File: src/rtl/gabor_conv_pipe_if.sv
// Stream, coefficient and result signals of the Gabor convolution pipe.
// master drives windows/coefficients, slave is the filter itself.
interface gabor_conv_pipe_if #(
  parameter int PIX_W   = 9,
  parameter int COEFF_W = 17,
  parameter int OUT_W   = 16
);
  logic                      in_valid;
  logic                      in_ready;
  logic [1:0]                in_mode;
  logic [25*PIX_W-1:0]       in_pix;
  logic                      coeff_we;
  logic [2:0]                coeff_addr;
  logic [COEFF_W-1:0]        coeff_wdata;
  logic                      coeff_ready;
  logic                      out_valid;
  logic                      out_ready;
  logic signed [OUT_W-1:0]   out_data;
  logic                      out_sat;

  modport master (
    output in_valid, in_mode, in_pix,
    output coeff_we, coeff_addr, coeff_wdata,
    output out_ready,
    input  in_ready, coeff_ready,
    input  out_valid, out_data, out_sat
  );

  modport slave (
    input  in_valid, in_mode, in_pix,
    input  coeff_we, coeff_addr, coeff_wdata,
    input  out_ready,
    output in_ready, coeff_ready,
    output out_valid, out_data, out_sat
  );
endinterface

File: src/rtl/gabor_conv_pipe.sv
// Streaming 5x5 oriented Gabor filter: window capture, group sums,
// products, accumulate, round/saturate. Valid/ready on both sides.
module gabor_conv_pipe #(
  parameter int PIX_W      = 9,
  parameter int COEFF_W    = 17,
  parameter int COEFF_FRAC = 15,
  parameter int OUT_W      = 16,
  parameter int OUT_FRAC   = 0,
  parameter int ROUND      = 1
) (
  input logic clk,
  input logic rst,
  gabor_conv_pipe_if.slave bus
);

  localparam int GW  = PIX_W + 4;
  localparam int PW  = GW + COEFF_W;
  localparam int AW  = PW + 3;
  localparam int SH  = COEFF_FRAC - OUT_FRAC;
  localparam int RSH = (SH > 0) ? SH - 1 : 0;

  // group of pixel k, 3 bits per entry, k=24 first
  localparam logic [74:0] G135 = {
    3'd0, 3'd1, 3'd0, 3'd1, 3'd2,
    3'd3, 3'd0, 3'd1, 3'd0, 3'd1,
    3'd2, 3'd3, 3'd4, 3'd3, 3'd2,
    3'd1, 3'd0, 3'd1, 3'd0, 3'd3,
    3'd2, 3'd1, 3'd0, 3'd1, 3'd0
  };
  localparam logic [74:0] G0 = {
    3'd0, 3'd0, 3'd0, 3'd0, 3'd0,
    3'd1, 3'd1, 3'd1, 3'd1, 3'd1,
    3'd2, 3'd3, 3'd4, 3'd3, 3'd2,
    3'd1, 3'd1, 3'd1, 3'd1, 3'd1,
    3'd0, 3'd0, 3'd0, 3'd0, 3'd0
  };

  localparam logic signed [AW:0] ONE =
    {{AW{1'b0}}, 1'b1};
  localparam logic signed [AW:0] RND =
    (ROUND != 0 && SH > 0) ? (ONE <<< RSH) : '0;
  localparam logic signed [AW:0] MAXV =
    {{(AW+2-OUT_W){1'b0}}, {(OUT_W-1){1'b1}}};
  localparam logic signed [AW:0] MINV =
    {{(AW+2-OUT_W){1'b1}}, {(OUT_W-1){1'b0}}};

  function automatic logic [2:0] grp(
    input logic [1:0] m,
    input int         k
  );
    int r;
    int c;
    logic [2:0] g;
    r = k / 5;
    c = k % 5;
    g = '0;
    unique case (m)
      2'd0: g = G0[3*k +: 3];
      2'd1: g = G135[3*(r*5+4-c) +: 3];
      2'd2: g = G0[3*(c*5+r) +: 3];
      2'd3: g = G135[3*k +: 3];
    endcase
    return g;
  endfunction

  logic adv;
  logic take;

  logic v0_q, v1_q, v2_q, v3_q, ov_q;
  logic [1:0] m0_q;
  logic signed [PIX_W-1:0] px_q [25];
  logic signed [GW-1:0] gs_d [5];
  logic signed [GW-1:0] gs_q [5];
  logic signed [PW-1:0] p_d [5];
  logic signed [PW-1:0] p_q [5];
  logic signed [AW-1:0] acc_d, acc_q;
  logic signed [COEFF_W-1:0] c_q [5];
  logic signed [AW:0] rnd_w, shr_w;
  logic signed [OUT_W-1:0] od_d, od_q;
  logic sat_d, sat_q;

  assign adv  = !ov_q || bus.out_ready;
  assign take = bus.in_valid && bus.in_ready;

  assign bus.in_ready    = adv && !bus.coeff_we;
  assign bus.coeff_ready =
    !(v0_q || v1_q || v2_q || v3_q || ov_q);
  assign bus.out_valid = ov_q;
  assign bus.out_data  = od_q;
  assign bus.out_sat   = sat_q;

  always_comb begin
    for (int g = 0; g < 5; g++) begin
      gs_d[g] = '0;
      for (int k = 0; k < 25; k++) begin
        if (grp(m0_q, k) == 3'(g))
          gs_d[g] = gs_d[g] + GW'(px_q[k]);
      end
    end
  end

  always_comb begin
    for (int i = 0; i < 5; i++)
      p_d[i] = PW'(gs_q[i]) * PW'(c_q[i]);
  end

  always_comb begin
    acc_d = '0;
    for (int i = 0; i < 5; i++)
      acc_d = acc_d + AW'(p_q[i]);
  end

  always_comb begin
    rnd_w = {acc_q[AW-1], acc_q} + RND;
    shr_w = rnd_w >>> SH;
    od_d  = shr_w[OUT_W-1:0];
    sat_d = 1'b0;
    if (shr_w > MAXV) begin
      od_d  = MAXV[OUT_W-1:0];
      sat_d = 1'b1;
    end else if (shr_w < MINV) begin
      od_d  = MINV[OUT_W-1:0];
      sat_d = 1'b1;
    end
  end

  always_ff @(posedge clk) begin
    if (rst) begin
      v0_q  <= 1'b0;
      v1_q  <= 1'b0;
      v2_q  <= 1'b0;
      v3_q  <= 1'b0;
      ov_q  <= 1'b0;
      od_q  <= '0;
      sat_q <= 1'b0;
      for (int i = 0; i < 5; i++)
        c_q[i] <= '0;
    end else begin
      if (bus.coeff_we && bus.coeff_ready) begin
        for (int i = 0; i < 5; i++)
          if (bus.coeff_addr == 3'(i))
            c_q[i] <= bus.coeff_wdata;
      end
      if (adv) begin
        v0_q <= take;
        v1_q <= v0_q;
        v2_q <= v1_q;
        v3_q <= v2_q;
        ov_q <= v3_q;
        if (take) begin
          m0_q <= bus.in_mode;
          for (int k = 0; k < 25; k++)
            px_q[k] <= bus.in_pix[k*PIX_W +: PIX_W];
        end
        if (v0_q) gs_q  <= gs_d;
        if (v1_q) p_q   <= p_d;
        if (v2_q) acc_q <= acc_d;
        if (v3_q) begin
          od_q  <= od_d;
          sat_q <= sat_d;
        end
      end
    end
  end

endmodule

File: src/flat_wrapper.sv
// flat-port wrapper written by rule: the top's interface ports become plain ports
module gabor_conv_pipe_flat 
#(
  parameter int PIX_W      = 9,
  parameter int COEFF_W    = 17,
  parameter int COEFF_FRAC = 15,
  parameter int OUT_W      = 16,
  parameter int OUT_FRAC   = 0,
  parameter int ROUND      = 1
)
  (clk, rst, bus_in_valid, bus_in_mode, bus_in_pix, bus_coeff_we, bus_coeff_addr, bus_coeff_wdata, bus_out_ready, bus_in_ready, bus_coeff_ready, bus_out_valid, bus_out_data, bus_out_sat);
  gabor_conv_pipe_if #(.PIX_W(PIX_W), .COEFF_W(COEFF_W), .OUT_W(OUT_W)) bus_i ();
  input logic clk;
  input logic rst;
  input wire logic [$bits(bus_i.in_valid)-1:0] bus_in_valid;
  input wire logic [$bits(bus_i.in_mode)-1:0] bus_in_mode;
  input wire logic [$bits(bus_i.in_pix)-1:0] bus_in_pix;
  input wire logic [$bits(bus_i.coeff_we)-1:0] bus_coeff_we;
  input wire logic [$bits(bus_i.coeff_addr)-1:0] bus_coeff_addr;
  input wire logic [$bits(bus_i.coeff_wdata)-1:0] bus_coeff_wdata;
  input wire logic [$bits(bus_i.out_ready)-1:0] bus_out_ready;
  output wire logic [$bits(bus_i.in_ready)-1:0] bus_in_ready;
  output wire logic [$bits(bus_i.coeff_ready)-1:0] bus_coeff_ready;
  output wire logic [$bits(bus_i.out_valid)-1:0] bus_out_valid;
  output wire logic [$bits(bus_i.out_data)-1:0] bus_out_data;
  output wire logic [$bits(bus_i.out_sat)-1:0] bus_out_sat;
  assign bus_i.in_valid = bus_in_valid;
  assign bus_i.in_mode = bus_in_mode;
  assign bus_i.in_pix = bus_in_pix;
  assign bus_i.coeff_we = bus_coeff_we;
  assign bus_i.coeff_addr = bus_coeff_addr;
  assign bus_i.coeff_wdata = bus_coeff_wdata;
  assign bus_i.out_ready = bus_out_ready;
  assign bus_in_ready = bus_i.in_ready;
  assign bus_coeff_ready = bus_i.coeff_ready;
  assign bus_out_valid = bus_i.out_valid;
  assign bus_out_data = bus_i.out_data;
  assign bus_out_sat = bus_i.out_sat;
  gabor_conv_pipe #(.PIX_W(PIX_W), .COEFF_W(COEFF_W), .COEFF_FRAC(COEFF_FRAC), .OUT_W(OUT_W), .OUT_FRAC(OUT_FRAC), .ROUND(ROUND)) u_core (.clk(clk), .rst(rst), .bus(bus_i));
endmodule
File: config.mk
export PLATFORM = sky130hd
export DESIGN_NAME = gabor_conv_pipe_flat
export DESIGN_NICKNAME = d
export VERILOG_FILES = /design/src/rtl/gabor_conv_pipe_if.sv /design/src/rtl/gabor_conv_pipe.sv /design/src/flat_wrapper.sv
export SDC_FILE = /design/constraint.sdc
export NUM_CORES = 2
export LEC_CHECK = 0
export CAP_MARGIN = 20
export CORE_ASPECT_RATIO = 2
export CORE_MARGIN = 8
export CORE_UTILIZATION = 35
export CTS_CLUSTER_DIAMETER = 50
export CTS_CLUSTER_SIZE = 20
export DETAILED_ROUTE_END_ITERATION = 7
export GPL_ROUTABILITY_DRIVEN = 0
export PLACE_DENSITY = 0.51
export SLEW_MARGIN = 20
export SYNTH_ARGS = -nofsm -noshare
export SYNTH_HDL_FRONTEND = slang
export SYNTH_SLANG_ARGS = --single-unit
File: constraint.sdc
create_clock -name clk -period 30.2 [get_ports clk]
set_input_delay 6.04 -clock clk [delete_from_list [all_inputs] [get_ports clk]]
set_output_delay 6.04 -clock clk [all_outputs]
set_load 0.05 [all_outputs]
==> flow_summary.toml <==
[worst_hold_path]
hold_depth = 0
worstHoldPathType = "register to register"
hold_start = "u_core.px_q[1][40]"
hold_path_end = "u_core.gs_q[4]"

[yosys]
syn_area_per_cell_um2 = 9.24
ys_ff_latch = 564
synth_flop_cell = "edfxtp_1"
synth_top_area_cell = "fa_1"
ys_top_cells_by_area = "fa_1 (25%), edfxtp_1 (18%), ha_1 (14%), inv_1 (6.0%), xnor2_1 (4.9%)"
synth_edf_count = 542
ys_seq_area_frac = 0.181
synth_cell_types = 88
yosysWarnings = 0
syn_nets = 12400
synthArstFlopShare = 0
synthesis.instances = 9995
yosys.area.top_type_share = 0.247
synth_area_um2 = 92300

[clocking]
cts_resized = 0
worstSkewPairLatency_ps = 690
cts.sinks = 564
cts_max_level = 3
cts_setup_buffers = 0
clkTransAtPathRegs_ps = 70
cts_buffers = 74
cts_tree = "done"
hold_buffers = 0
cts_root_buf = "clkbuf_16"
cts.path.max_buffers = 3

[setup_path]
slowest_stage = "o31ai_1"
r2r_end = "u_core.gs_q[64]"
reg2reg_from = "u_core.m0_q[1]"
cp.required_ps = 30630
worstSetupStartpointType = "register"
r2r_slack_ps = 8440
critPathMaxFanout = 50
worstPathArrival_ps = 22200
cp_common_cell = "ha_1"
endpoint_kind = "register"
crit_type = "register to register"
reg2reg_depth = 94
max_stage_delay_ps = 650

[sta]
maxSlewHeadroom = 0.182
finClkSkew_ps = 34.9
slew_violations = 0
fin_hold_ws_ps = 418
rsz0062_at_grt = "false"
hold_violations = 0
setup_viol = 0
tightest_slew_ps = 1220
max_freq_mhz = 46.0
layout_min_cycle_time_ps = 21760
fin_setup_tns_ps = 0
period_share = 0.721

[route]
wl_per_cell_um = 24.0
first_pass_iters = 6
via_per_inst = 5.27
drt-total-wl_um = 328000
vias = 72100
drtAntennaViolNets = 0
drc = 0
drt_iter0_drc = 3380

[run_status]
status = "complete, no violations"

[finish]
nNetsFinal = 12600
final_common_cell = "inv_1"
finalCoreUtilization = 0.388
fillers = 26500
final_cell_mix = "inv_1 (1467), fa_1 (1140), ha_1 (1052)"
drive_above_1_share = 0.0440
syn_to_final_growth_pct = 10.2

[floorplanning]
core_area_um2 = 262000
die_height_um = 742
start_util = 0.352
rows = 266
die_w_um = 379
io_pins = 272
dieArea_um2 = 281000

[global_routing]
grt_usage = 0.231
grt_pass1_wl_um = 484000
grt_max_degree = 85
antenna_found_initial = 23
grt_pass1_vias = 78500
grt_overflow = 0

[place]
port_buffers = 271
dp_hpwl_um = 277000

[run]
cap_violations = 0
-- synthesized netlist by cell type, drive strengths merged, types with 114 or more instances --
cell	count
fa	1140
nand2	1004
nor3	131
xor2	199
o21bai	133
o21a	114
mux2	131
xnor2	517
and2	438
inv	1470
clkbuf	262
o21ai	434
edfxtp	542
a21oi	622
nor2	502
nand2b	155
ha	1058
a21o	221
-- worst max-delay path by stage --
stage / start / slack (ps) / cells past startpoint / endpoint
2_1_floorplan: bus_out_ready / 10890 / 3 / u_core.px_q[0][0]
3_3_place_gp: u_core.m0_q[1] / 8500 / 95 / u_core.gs_q[64]
3_5_place_dp: u_core.m0_q[1] / 8550 / 97 / u_core.gs_q[64]
4_1_cts: u_core.m0_q[1] / 8450 / 97 / u_core.gs_q[64]
5_1_grt: u_core.m0_q[1] / 6630 / 98 / u_core.gs_q[64]
6_report: u_core.m0_q[1] / 8440 / 94 / u_core.gs_q[64]
-- final cells by class --
type,count,area [um^2],share of cell area
Clock inverter,59,743,0.00730
Inverter,1471,5520,0.0543
Tap cell,3484,4360,0.0428
Timing Repair Buffer,372,3470,0.0341
Multi-Input combinational cell,7638,69000,0.678
Antenna cell,5,12.5,0.000123
Clock buffer,77,1930,0.0189
Sequential cell,564,16700,0.164
-- sequential cells by signal (all words and copies together), names as in the netlist --
register,count
u_core.v1_q,1
u_core.v2_q,1
u_core.m0_q,2
u_core.px_q,225
u_core.bus.out_sat,1
u_core.p_q,150
u_core.v3_q,1
u_core.v0_q,1
u_core.bus.out_valid,1
u_core.gs_q,61
u_core.c_q,85
u_core.acc_q,19
u_core.bus.out_data,16
-- cells by family (layout without fill, tap and decap cells) --
group | Yosys count | after routing | synth area share
and+or+nand+nor | 2624 | 2624 | 0.135
other | 0 | 5 | 0
muxes | 172 | 172 | 0.0208
adders and majority gates | 2200 | 2200 | 0.391
xor gates and xnor gates | 723 | 723 | 0.0696
AOI/OAI and AO/OA | 1919 | 1919 | 0.130
DFF | 564 | 564 | 0.181
buffers and inverters | 1793 | 1979 | 0.0731
-- through the flow --
step                      std cells  setup WS (ps)  area (um^2)
final                         13700           8440       102000
after global routing          13700           6630       102000
after CTS                     13700           8450       102000
after detailed placement      13500           8550        99000
after global placement        13500           8500        99000
after floorplan                9995          10890        92300
-- routing by layer --
metal  routed length [um]  GRT usage
met5                   63          0
met4                35000      0.191
met3                11800     0.0270
met2               176000      0.446
met1               105000      0.213
-- worst max-delay path, delay by kind of cell (launching register included) --
family	cells	cell delay, ps
flip-flops	1	520
AO/OA/AOI/OAI	36	7970
multiplexers	2	570
XOR/XNOR	14	2290
AND/OR/NAND/NOR	19	2970
adder cells (fa/ha/maj)	20	6300
buffers and inverters	3	810
Power is left out: the tool's default activity adds up to more than one toggle a clock period on the data nets, which glitch-free logic cannot reach.
